--- config.mk ---
export PLATFORM = sky130hd
export DESIGN_NAME = seq_detector_param
export DESIGN_NICKNAME = d
export VERILOG_FILES = /design/src/rtl/seq_detector_param.sv
export SDC_FILE = /design/constraint.sdc
export NUM_CORES = 1
export LEC_CHECK = 0
export ABC_CLOCK_PERIOD_IN_PS = 1670
export BUFFER_PORTS_ARGS = -buffer_cell sky130_fd_sc_hd__buf_2
export CAP_MARGIN = 20
export CORE_MARGIN = 4
export CORE_UTILIZATION = 48
export CTS_CLUSTER_DIAMETER = 200
export DETAILED_ROUTE_END_ITERATION = 12
export PLACE_DENSITY = 0.81
export SYNTH_ARGS = -nofsm -noshare
export SYNTH_HDL_FRONTEND = slang
export SYNTH_SLANG_ARGS = --single-unit
--- constraint.sdc ---
create_clock -name CP -period 1.67 [get_ports CP]
set_input_delay 0.334 -clock CP [delete_from_list [all_inputs] [get_ports CP]]
set_output_delay 0.334 -clock CP [all_outputs]
set_load 0.02 [all_outputs]
--- src/rtl/seq_detector_param.sv ---
// Parametrised Mealy sequence detector with runtime-loadable pattern, registered match and saturating hit counter.
// Optional build macro SEQ_DET_MASK_EN adds a per-bit don't-care mask loaded alongside the pattern.
module seq_detector_param #(
  parameter int SYM_W   = 2,
  parameter int SEQ_LEN = 4,
  parameter int CNT_W   = 8,
  parameter logic [SYM_W*SEQ_LEN-1:0] RST_PAT = 8'h6D
) (
  input  logic                       CP,
  input  logic                       rst_n,
  input  logic                       en,
  input  logic [SYM_W-1:0]           x,
  input  logic                       overlap,
  input  logic                       pat_load,
  input  logic [SYM_W*SEQ_LEN-1:0]   pat_in,
`ifdef SEQ_DET_MASK_EN
  input  logic [SYM_W*SEQ_LEN-1:0]   pat_mask_in,
`endif
  output logic                       Z,
  output logic                       Z_q,
  output logic [$clog2(SEQ_LEN+1)-1:0] y,
  output logic [CNT_W-1:0]           hit_cnt
);

  localparam int PAT_W  = SYM_W * SEQ_LEN;
  localparam int HIST_W = SYM_W * (SEQ_LEN - 1);
  localparam int Y_W    = $clog2(SEQ_LEN + 1);
  localparam logic [Y_W-1:0] Y_MAX = Y_W'(SEQ_LEN - 1);

  logic [PAT_W-1:0]  pattern;
  logic [HIST_W-1:0] history;
  logic [PAT_W-1:0]  window;
  logic              window_hit;

  // The window is the oldest stored symbol in the MSBs through the live symbol in the LSBs.
  assign window = {history, x};

`ifdef SEQ_DET_MASK_EN
  logic [PAT_W-1:0] mask;
  assign window_hit = ((window ^ pattern) & mask) == '0;
`else
  assign window_hit = (window == pattern);
`endif

  assign Z = en & rst_n & ~pat_load & (y >= Y_MAX) & window_hit;

  // NOTE: all state below uses non-blocking assignments so every register samples pre-edge values.
  always_ff @(posedge CP) begin
    if (!rst_n) begin
      pattern <= RST_PAT;
`ifdef SEQ_DET_MASK_EN
      mask    <= '1;
`endif
      history <= '0;
      y       <= '0;
      Z_q     <= 1'b0;
      hit_cnt <= '0;
    end else begin
      Z_q <= Z;
      if (pat_load) begin
        pattern <= pat_in;
`ifdef SEQ_DET_MASK_EN
        mask    <= pat_mask_in;
`endif
        history <= '0;
        y       <= '0;
        hit_cnt <= '0;
      end else if (en) begin
        if (Z) begin
          if (hit_cnt != '1) hit_cnt <= hit_cnt + 1'b1;
          if (overlap) begin
            history <= window[HIST_W-1:0];
          end else begin
            // Non-overlapping: matched symbols must not seed the next match.
            history <= '0;
            y       <= '0;
          end
        end else begin
          history <= window[HIST_W-1:0];
          y       <= (y < Y_MAX) ? y + 1'b1 : Y_MAX;
        end
      end
    end
  end

endmodule

==> flow_summary.toml <==
[routing]
num_vias = 1330
ant_nets = 0
drt_iter0_markers = 47
routed_via_density = 5.83
drcViolationCount = 0
wirelength_mm = 3.72
wl_per_cell_um = 16.3
drtPass1Iterations = 4

[placed_design]
portBuffers = 27
place_area_mm2 = 0.00163
dp_cells = 212
dp_hpwl_mm = 2.41
place.gp.congestion = 0.785

[worst_setup_path]
slowest_stage = "dfxtp_2"
path_cells = "xnor2_2, nand4_1, nor3_4, buf_6"
arrival_ps = 1550
crit_fanout = 2
critPathKind = "reg2out"
worstSetupStartpointType = "register"
required_ps = 1340
cpPeakStageDelay_ps = 370
worstSetupEndpointType = "output pin"

[clock_tree]
htreeDepth = 1
cts.clk_slew.worst_paths_ps = 140
clk_latency_ps = 330
clockBufferDepth = 2
root_buffer = "clkbuf_4"
postCtsHoldBufs = 0
cts.sinks = 26
numCtsBuffers = 3
cts_tree = "done"

[run_status]
violations = "setup timing"
status = "finished with violations"

[synthesis]
ys_types = 37
synth_compound_area_share_pct = 12.0
synth-adder-area-share_pct = 2.82
syn_area_mm2 = 0.00133
synth_top_area_cell = "dfxtp_1"
yosysWarnings = 0
ys_seq_area_share_pct = 39.1
syn-num-nets = 164
netlist_top_cells_area = "dfxtp_1 39%, mux2i_1 7.5%, xnor2_1 5.3%"
synth_top_area_share_pct = 39.1
synth_enable_flop_cells = 0
avgSynthCellArea_um2 = 9.11
ys_seq_elements = 26
ys.flop_type = "dfxtp_1"
synthCells = 146
yosysMostFrequentCell = "dfxtp_1"
ys_async_sr_fraction_pct = 0
synth-simple-area-share_pct = 27.8
synth_top_family_by_area = "simple AND/OR/NAND/NOR gates"
synthMuxAreaShare_pct = 7.53
synth_common_cells = "26 x dfxtp_1, 11 x nand2_1, 11 x nand3_1, 11 x o21ai_0, 10 x mux2i_1"
synth-xor-area-share_pct = 5.93

[power_and_ir_drop]
combPwrFrac_pct = 14.7
p_leak_nw = 0.785
power_switching_share_pct = 26.3
p_int_uw = 813
ir_drop_v = 0.000589
p_clk_share_pct = 26.3
pwr-share-seq_pct = 59.0
power_density_mw_per_mm2 = 588
fin_total_pwr_mw = 1.10
switchingPower_uw = 290

[layout]
final_area_mm2 = 0.00188
fin_cells = 228
drive_above_1_share_pct = 47.5
antenna_cells = 0
syn_to_final_growth_pct = 41.1
nets = 217
postLayoutCoreUtil_pct = 73.1

[floorplan]
dieArea_mm2 = 0.00368
die_w_um = 60.6
ios = 28
initial_utilization_pct = 51.8
rows = 18
core_region_area_mm2 = 0.00257
die_y_um = 60.6

[timing]
finalMaxSlewViolations = 0
rsz0062_at_grt = "yes"
fin_crit_ps = 1890
finalHoldViolations = 0
setup_tns_ps = -823
relSlewSlack_pct = 78.5
period_share_pct = 113
clock_skew_ps = 5.38
tightestPinTransition_ps = 319
max_freq_mhz = 530
setup_slack_ps = -218
setup_violations = 10

[global_route]
grt_pass1_wl_mm = 5.75
grt_pass1_vias = 1249
grt_max_degree = 20
antenna_found_initial = 0
grt_usage_pct = 21.6
grt-ovfl-total = 0

[worst_hold_path]
hp-class = "in2reg"

[run]
drv_cap = 0
[cells in the final DEF (no fill, tap or decap), types with 7 or more instances in the layout]
master,n
nand3_1,10
nand2_1,11
o21ai_0,11
buf_2,26
nand3b_1,8
dfxtp_1,14
xnor2_2,7
buf_4,25
mux2i_1,10
dfxtp_2,10
[layer usage]
metal | share of wire (%) | global-route usage, % | routed length (um)
met5 | 0 | 0 | 0
met4 | 3.4 | 12.1 | 126
met3 | 5.9 | 3.19 | 219
met2 | 51 | 39.2 | 1910
met1 | 39 | 23.8 | 1460
[state kept, by name, indices dropped and copies added, names as in the netlist]
register	cells
hit_cnt	8
pattern	8
history	6
y	3
Z_q	1
[critical path: cells and delay by family (launching register included)]
| kind | cells | cell delay (ps) |
|---|---|---|
| xor+xnor | 1 | 180 |
| buf+inv | 1 | 140 |
| flops | 1 | 370 |
| simple gates | 2 | 530 |
[through the flow]
step	hold slack (ps)	setup WS [ps]
final	199	-218
after detailed placement	484	-87.6
after floorplan	461	12.0
after global placement	475	-2.35
after global routing	193	-294
after CTS	191	-158
[repair_timing]
action                     in CTS  in global routing
gates resized for setup        19                 11
buffers inserted                8                  4
setup endpoints to repair       5                 17
pin swaps                      15                  8
[area by class of cell]
type                    instances  area [um2]
flip-flops and latches         26         541
inverters                       4        15.0
clock buffers                   4        26.3
multi-input cells             109         895
fillers                       201         691
well taps                      30        37.5
repair buffers                 55         363
[kinds of logic (layout without fill, tap and decap cells)]
| kind of cell | Yosys count | in the layout |
|---|---|---|
| buffers and inverters | 11 | 63 |
| AO/OA/AOI/OAI | 26 | 26 |
| AND/OR/NAND/NOR | 61 | 61 |
| flip-flops | 26 | 26 |
| adder cells (fa/ha/maj) | 3 | 3 |
| XOR/XNOR | 9 | 9 |
| multiplexers | 10 | 10 |
[power groups by stage]
stage,combinational [mW],clock (mW),sequential [mW]
floorplan,0.0813,0,0.659
global placement,0.119,0,0.659
detailed placement,0.125,0,0.660
CTS,0.147,0.294,0.651
global route,0.174,0.326,0.654
finish,0.162,0.290,0.652
[worst paths after layout]
path         slack, ps                       to  cells past startpoint               startpoint
max reg2reg       -140  hit_cnt[6]$_SDFFE_PP0P_                      7  history[2]$_SDFFE_PP0P_
min                200  pattern[3]$_SDFFE_PN1P_                      3                pat_in[3]
min reg2reg        510        y[2]$_SDFFE_PP0P_                      2        y[2]$_SDFFE_PP0P_
max               -220                        Z                      4  history[2]$_SDFFE_PP0P_
(Power assumes the default switching activity.)
